File: src/rtl/basemul_host_ctrl.sv
// basemul_host_ctrl: host sequencer that loads engine RAM A/B, kicks the engine, waits for done and drains RAM C.
// Ports: clk/reset (async active-high); start/busy pass control; src_* upstream pair stream;
// wr_* RAM A/B write port; full_out/cal_en/eng_done engine handshake; readout/rd_addr/rd_data
// RAM C read port; snk_* downstream result stream; err sticky timeout flag.
// Optional: define BASEMUL_HOST_TIMEOUT_EN to enable the WAIT_DONE timeout (err otherwise tied 0).
module basemul_host_ctrl #(
  parameter int DEPTH   = 8,
  parameter int CW      = 12,
  parameter int TIMEOUT = 4096
) (
  input  logic             clk,
  input  logic             reset,
  input  logic             start,
  output logic             busy,
  input  logic             src_valid,
  output logic             src_ready,
  input  logic [CW-1:0]    src_a,
  input  logic [CW-1:0]    src_b,
  output logic             wr_en,
  output logic [DEPTH-1:0] wr_addr,
  output logic [CW-1:0]    wr_a,
  output logic [CW-1:0]    wr_b,
  output logic             full_out,
  output logic             cal_en,
  input  logic             eng_done,
  output logic             readout,
  output logic [DEPTH-1:0] rd_addr,
  input  logic [CW-1:0]    rd_data,
  output logic             snk_valid,
  input  logic             snk_ready,
  output logic [CW-1:0]    snk_data,
  output logic             snk_last,
  output logic             err
);
  localparam int N = 1 << DEPTH;
  typedef enum logic [2:0] {IDLE, LOAD, FULL, CAL, WAIT_DONE, DRAIN, FIN} state_t;
  state_t           state_q, state_d;
  logic [DEPTH-1:0] wcnt_q, icnt_q;
  logic [DEPTH:0]   rcnt_q;
  logic             seen_low_q, inflight_q, wptr_q, rptr_q;
  logic [1:0]       cnt_q;
  logic [CW-1:0]    mem_q [2];
  logic             pop, done_edge, timeout;
  // eng_done may still be high from the previous pass, so only a rise after a low sample counts.
  assign done_edge = (state_q == WAIT_DONE) && seen_low_q && eng_done;
`ifdef BASEMUL_HOST_TIMEOUT_EN
  localparam int TW = $clog2(TIMEOUT) + 1;
  logic [TW-1:0] tcnt_q;
  logic          err_q;
  assign timeout = (state_q == WAIT_DONE) && !done_edge && (tcnt_q == TW'(TIMEOUT - 1));
  assign err = err_q;
  always_ff @(posedge clk or posedge reset) begin
    if (reset) begin
      tcnt_q <= '0;
      err_q  <= 1'b0;
    end else begin
      tcnt_q <= (state_q == WAIT_DONE) ? tcnt_q + 1'b1 : '0;
      err_q  <= err_q | timeout;
    end
  end
`else
  assign timeout = 1'b0;
  assign err = 1'b0;
`endif
  always_comb begin
    busy      = state_q != IDLE;
    src_ready = state_q == LOAD;
    wr_en     = src_ready && src_valid;
    wr_addr   = wr_en ? wcnt_q : '0;
    wr_a      = wr_en ? src_a : '0;
    wr_b      = wr_en ? src_b : '0;
    full_out  = (state_q == FULL) || (state_q == CAL);
    cal_en    = state_q == CAL;
    snk_valid = cnt_q != 2'd0;
    snk_data  = snk_valid ? mem_q[rptr_q] : '0;
    snk_last  = snk_valid && (icnt_q == DEPTH'(N - 1));
    pop       = snk_valid && snk_ready;
    // A same-cycle pop frees a slot, which is what sustains one coefficient per cycle.
    readout   = (state_q == DRAIN) && !rcnt_q[DEPTH] &&
                ((3'(cnt_q) + 3'(inflight_q)) < (3'd2 + 3'(pop)));
    rd_addr   = readout ? rcnt_q[DEPTH-1:0] : '0;
    state_d   = state_q;
    case (state_q)
      IDLE:      state_d = start ? LOAD : IDLE;
      LOAD:      state_d = (wr_en && wcnt_q == DEPTH'(N - 1)) ? FULL : LOAD;
      FULL:      state_d = CAL;
      CAL:       state_d = WAIT_DONE;
      WAIT_DONE: state_d = done_edge ? DRAIN : (timeout ? IDLE : WAIT_DONE);
      DRAIN:     state_d = (pop && snk_last) ? FIN : DRAIN;
      FIN:       state_d = IDLE;
      default:   state_d = IDLE;
    endcase
  end
  always_ff @(posedge clk or posedge reset) begin
    if (reset) begin
      state_q    <= IDLE;
      wcnt_q     <= '0;
      rcnt_q     <= '0;
      icnt_q     <= '0;
      seen_low_q <= 1'b0;
      inflight_q <= 1'b0;
      wptr_q     <= 1'b0;
      rptr_q     <= 1'b0;
      cnt_q      <= '0;
      mem_q[0]   <= '0;
      mem_q[1]   <= '0;
    end else begin
      state_q    <= state_d;
      wcnt_q     <= (state_q == IDLE) ? '0 : (wr_en && wcnt_q != DEPTH'(N - 1)) ? wcnt_q + 1'b1 : wcnt_q;
      rcnt_q     <= (state_q == DRAIN) ? rcnt_q + {{DEPTH{1'b0}}, readout} : '0;
      icnt_q     <= (state_q == DRAIN) ? icnt_q + {{(DEPTH-1){1'b0}}, pop} : '0;
      seen_low_q <= (state_q == WAIT_DONE) && (seen_low_q || !eng_done);
      inflight_q <= readout;
      if (inflight_q) mem_q[wptr_q] <= rd_data;
      wptr_q     <= wptr_q ^ inflight_q;
      rptr_q     <= rptr_q ^ pop;
      cnt_q      <= cnt_q + 2'(inflight_q) - 2'(pop);
    end
  end
endmodule

File: config.mk
export PLATFORM = sky130hd
export DESIGN_NAME = basemul_host_ctrl
export DESIGN_NICKNAME = d
export VERILOG_FILES = /design/src/rtl/basemul_host_ctrl.sv
export SDC_FILE = /design/constraint.sdc
export NUM_CORES = 1
export LEC_CHECK = 0
export CAP_MARGIN = 20
export CORE_MARGIN = 4
export CORE_UTILIZATION = 40
export DETAILED_ROUTE_END_ITERATION = 10
export HOLD_SLACK_MARGIN = 0.1
export PLACE_DENSITY = 0.83
export SLEW_MARGIN = 20
export SYNTH_ARGS = -nofsm -noshare
export SYNTH_HDL_FRONTEND = slang
export SYNTH_SLANG_ARGS = --single-unit
File: constraint.sdc
create_clock -name clk -period 6.49 [get_ports clk]
set_input_delay 1.298 -clock clk [delete_from_list [all_inputs] [get_ports clk]]
set_output_delay 1.298 -clock clk [all_outputs]
set_load 0.01 [all_outputs]
==> reports/results.ini <==
[run_status]
outcome = completed

[yosys]
synthTopCellsByCount = dfrtp_1, and2_1, nor2_1, mux2_2, mux2i_1
synth-edff-count = 0
syn-cell-area_um2 = 3030
synth_area_leaders = dfrtp_1, mux2_2, and2_1, mux2i_1, ha_1
ys_seq_area_frac = 0.479
yosysWarnings = 0
ys_ff_latch = 58
syn_area_per_cell_um2 = 10.6
mappedNetlistNets = 338
syn_inst = 285
synth_most_common_cell = dfrtp_1
synth_ff_type = dfrtp_1
ys_types = 37
synthDominantCellAreaShare = 0.479
ys_async_sr_fraction = 1.00
yosys.area.top_type = dfrtp_1

[critical_path]
r2r-end = rcnt_q[8]$_DFF_PP0_
cpLargestDelayFamily = buffers and inverters
r2r_setup_slack_ns = 3.87
crit_fanout = 10
crit_arrival_ns = 3.37
critPathMaxStageDelay_ns = 0.55
critical_path_class = in2out
worst_r2r_path_depth = 10
cp_slowest_cell = clkdlybuf4s50_1
required_ns = 5.19
crit_chain = clkdlybuf4s50_1, o21ai_0, o21ai_0, nor4b_4, ha_1, clkdlybuf4s50_1
cp_num_buf_inv = 2
r2r_start = state_q[1]$_DFF_PP0_
worst_setup_path_end_kind = output port
cp-start-kind = primary input

[min_path]
hp-class = reg2reg
min_from = mem_q[18]$_DFFE_PP0P_
hold_end = mem_q[18]$_DFFE_PP0P_
holdPathStages = 1

[layout]
utilization = 0.605
syn2layout_area_growth_pct = 45.5
layout-drive-gt1-share = 0.123
finalNetCount = 439
n_antenna_cell = 0
final_cells = 490

[global_routing]
grt_max_degree = 59
antenna_found_initial = 0
grt_pass1_wl_mm = 11.6
first_global_vias = 2461
track_usage = 0.167
gr-total-overflow = 0

[sta]
fin_setup_tns_ns = 0
finalClockSkew_ns = 0.00914
slew_headroom = 0.487
setup_viol = 0
tightest_slew_ns = 0.763
period_needed_ns = 4.66
rsz0062_at_grt = false
slew_violations = 0
fmax_mhz = 214
hold_viol_final = 0
finalCritPeriodShare = 0.719
worst_slack_ns = 1.83

[die]
rows = 31
start_util = 0.416
core_um2 = 7290
ioPinCount = 103
die_y_um = 95.1
die_area_um2 = 9040
dieWidth_um = 95.1

[drt]
post_drt_wl_per_cell_um = 14.2
drt_pass1_iterations = 4
drt_iter0_drc = 73
drc = 0
viasPerCell = 4.85
ant_nets = 0
vias = 2375
drt_wl_total_mm = 6.97

[cts]
htreeDepth = 3
cts-root-buf = clkbuf_8
numCtsBuffers = 9
clk_pin_slew_ns = 0.07
cts_hold_buf = 0
clk_latency_ns = 0.33
clock-sinks = 58
cts_setup_buffers = 0
clk_path_buf_depth = 2
cts_tree = yes
cts-resized-gates = 0

[pwr]
leakage_nw = 1.95
p_per_area_nw_per_um2 = 370
finalPower_w = 0.00163
vdd_ir_drop_max_mv = 0.133

[place]
dp.cells = 474
port_buffers = 101
dp.final_hpwl_mm = 5.19
gp_congestion = 0.841
place_ws_ns = 1.82

[flow_run]
drv_cap = 0

cell type report:
cell class | count | area (um^2)
Clock buffer | 12 | 165
Clock inverter | 4 | 120
Fill cell | 624 | 2880
Inverter | 11 | 41.3
Multi-Input combinational cell | 203 | 1490
Sequential cell | 58 | 1450
Tap cell | 99 | 124
Timing Repair Buffer | 103 | 1030
registers in the layout, indices dropped and copies added, names as in the netlist, 2 cells and up:
signal	flops
wcnt_q	8
icnt_q	8
mem_q	24
rcnt_q	9
state_q	3
cnt_q	2
logic make-up (layout without fill, tap and decap cells):
family / after synthesis / after routing / synth area share
simple gates: 119 / 119 / 0.221
flops: 58 / 58 / 0.479
mux: 39 / 39 / 0.139
buf+inv: 24 / 130 / 0.0322
xor+xnor: 17 / 17 / 0.0491
compound gates: 16 / 16 / 0.0338
fa+ha+maj: 11 / 11 / 0.0454
other cells: 1 / 1 / 0.00124
worst max-delay path by stage:
stage                 endpoint      start  cells after the start
finish              rd_addr[0]  snk_ready                      6
global route        rd_addr[0]  snk_ready                      6
CTS                 rd_addr[0]  snk_ready                      6
detailed placement  rd_addr[0]  snk_ready                      6
global placement    rd_addr[0]  snk_ready                      6
floorplan           rd_addr[0]  snk_ready                      4
per-layer routing:
layer / wire length (um) / GRT usage
met1: 2900 / 0.199
met2: 3620 / 0.281
met3: 343 / 0.0403
met4: 101 / 0.0841
met5: 0 / 0
stage by stage:
step | hold WS (ns) | area [um^2]
floorplan | 0.463 | 3030
global placement | 0.487 | 4130
detailed placement | 0.494 | 4130
CTS | 0.510 | 4410
global route | 0.516 | 4410
finish | 0.506 | 4410
report_power, final:
group	leakage [nW]	total, W	internal [W]	switching, W
logic	1.07	0.000603	0.000356	0.000247
clock network	0.143	0.000463	0.000326	0.000138
registers	0.737	0.000567	0.000474	0.0000931
cells in the final DEF (no fill, tap or decap), types with 2 or more instances in the layout:
cell | synthesis | layout
inv_1 | 11 | 10
clkdlybuf4s50_1 | 0 | 101
xnor2_1 | 7 | 7
o21ai_0 | 6 | 6
buf_4 | 1 | 2
a211oi_1 | 2 | 2
nand3_1 | 10 | 10
nand2_1 | 5 | 5
nand2b_1 | 2 | 2
nor3_1 | 7 | 7
a21oi_1 | 3 | 3
clkbuf_8 | 0 | 12
nor2_1 | 30 | 29
a41oi_1 | 2 | 2
and3_1 | 8 | 8
dfrtp_1 | 58 | 58
xor2_1 | 10 | 10
mux2i_1 | 15 | 15
and2_1 | 43 | 43
bufinv_16 | 0 | 4
mux2_2 | 24 | 24
nand4_1 | 4 | 4
ha_1 | 11 | 11
No activity file was read; power rests on OpenSTA's default activity.
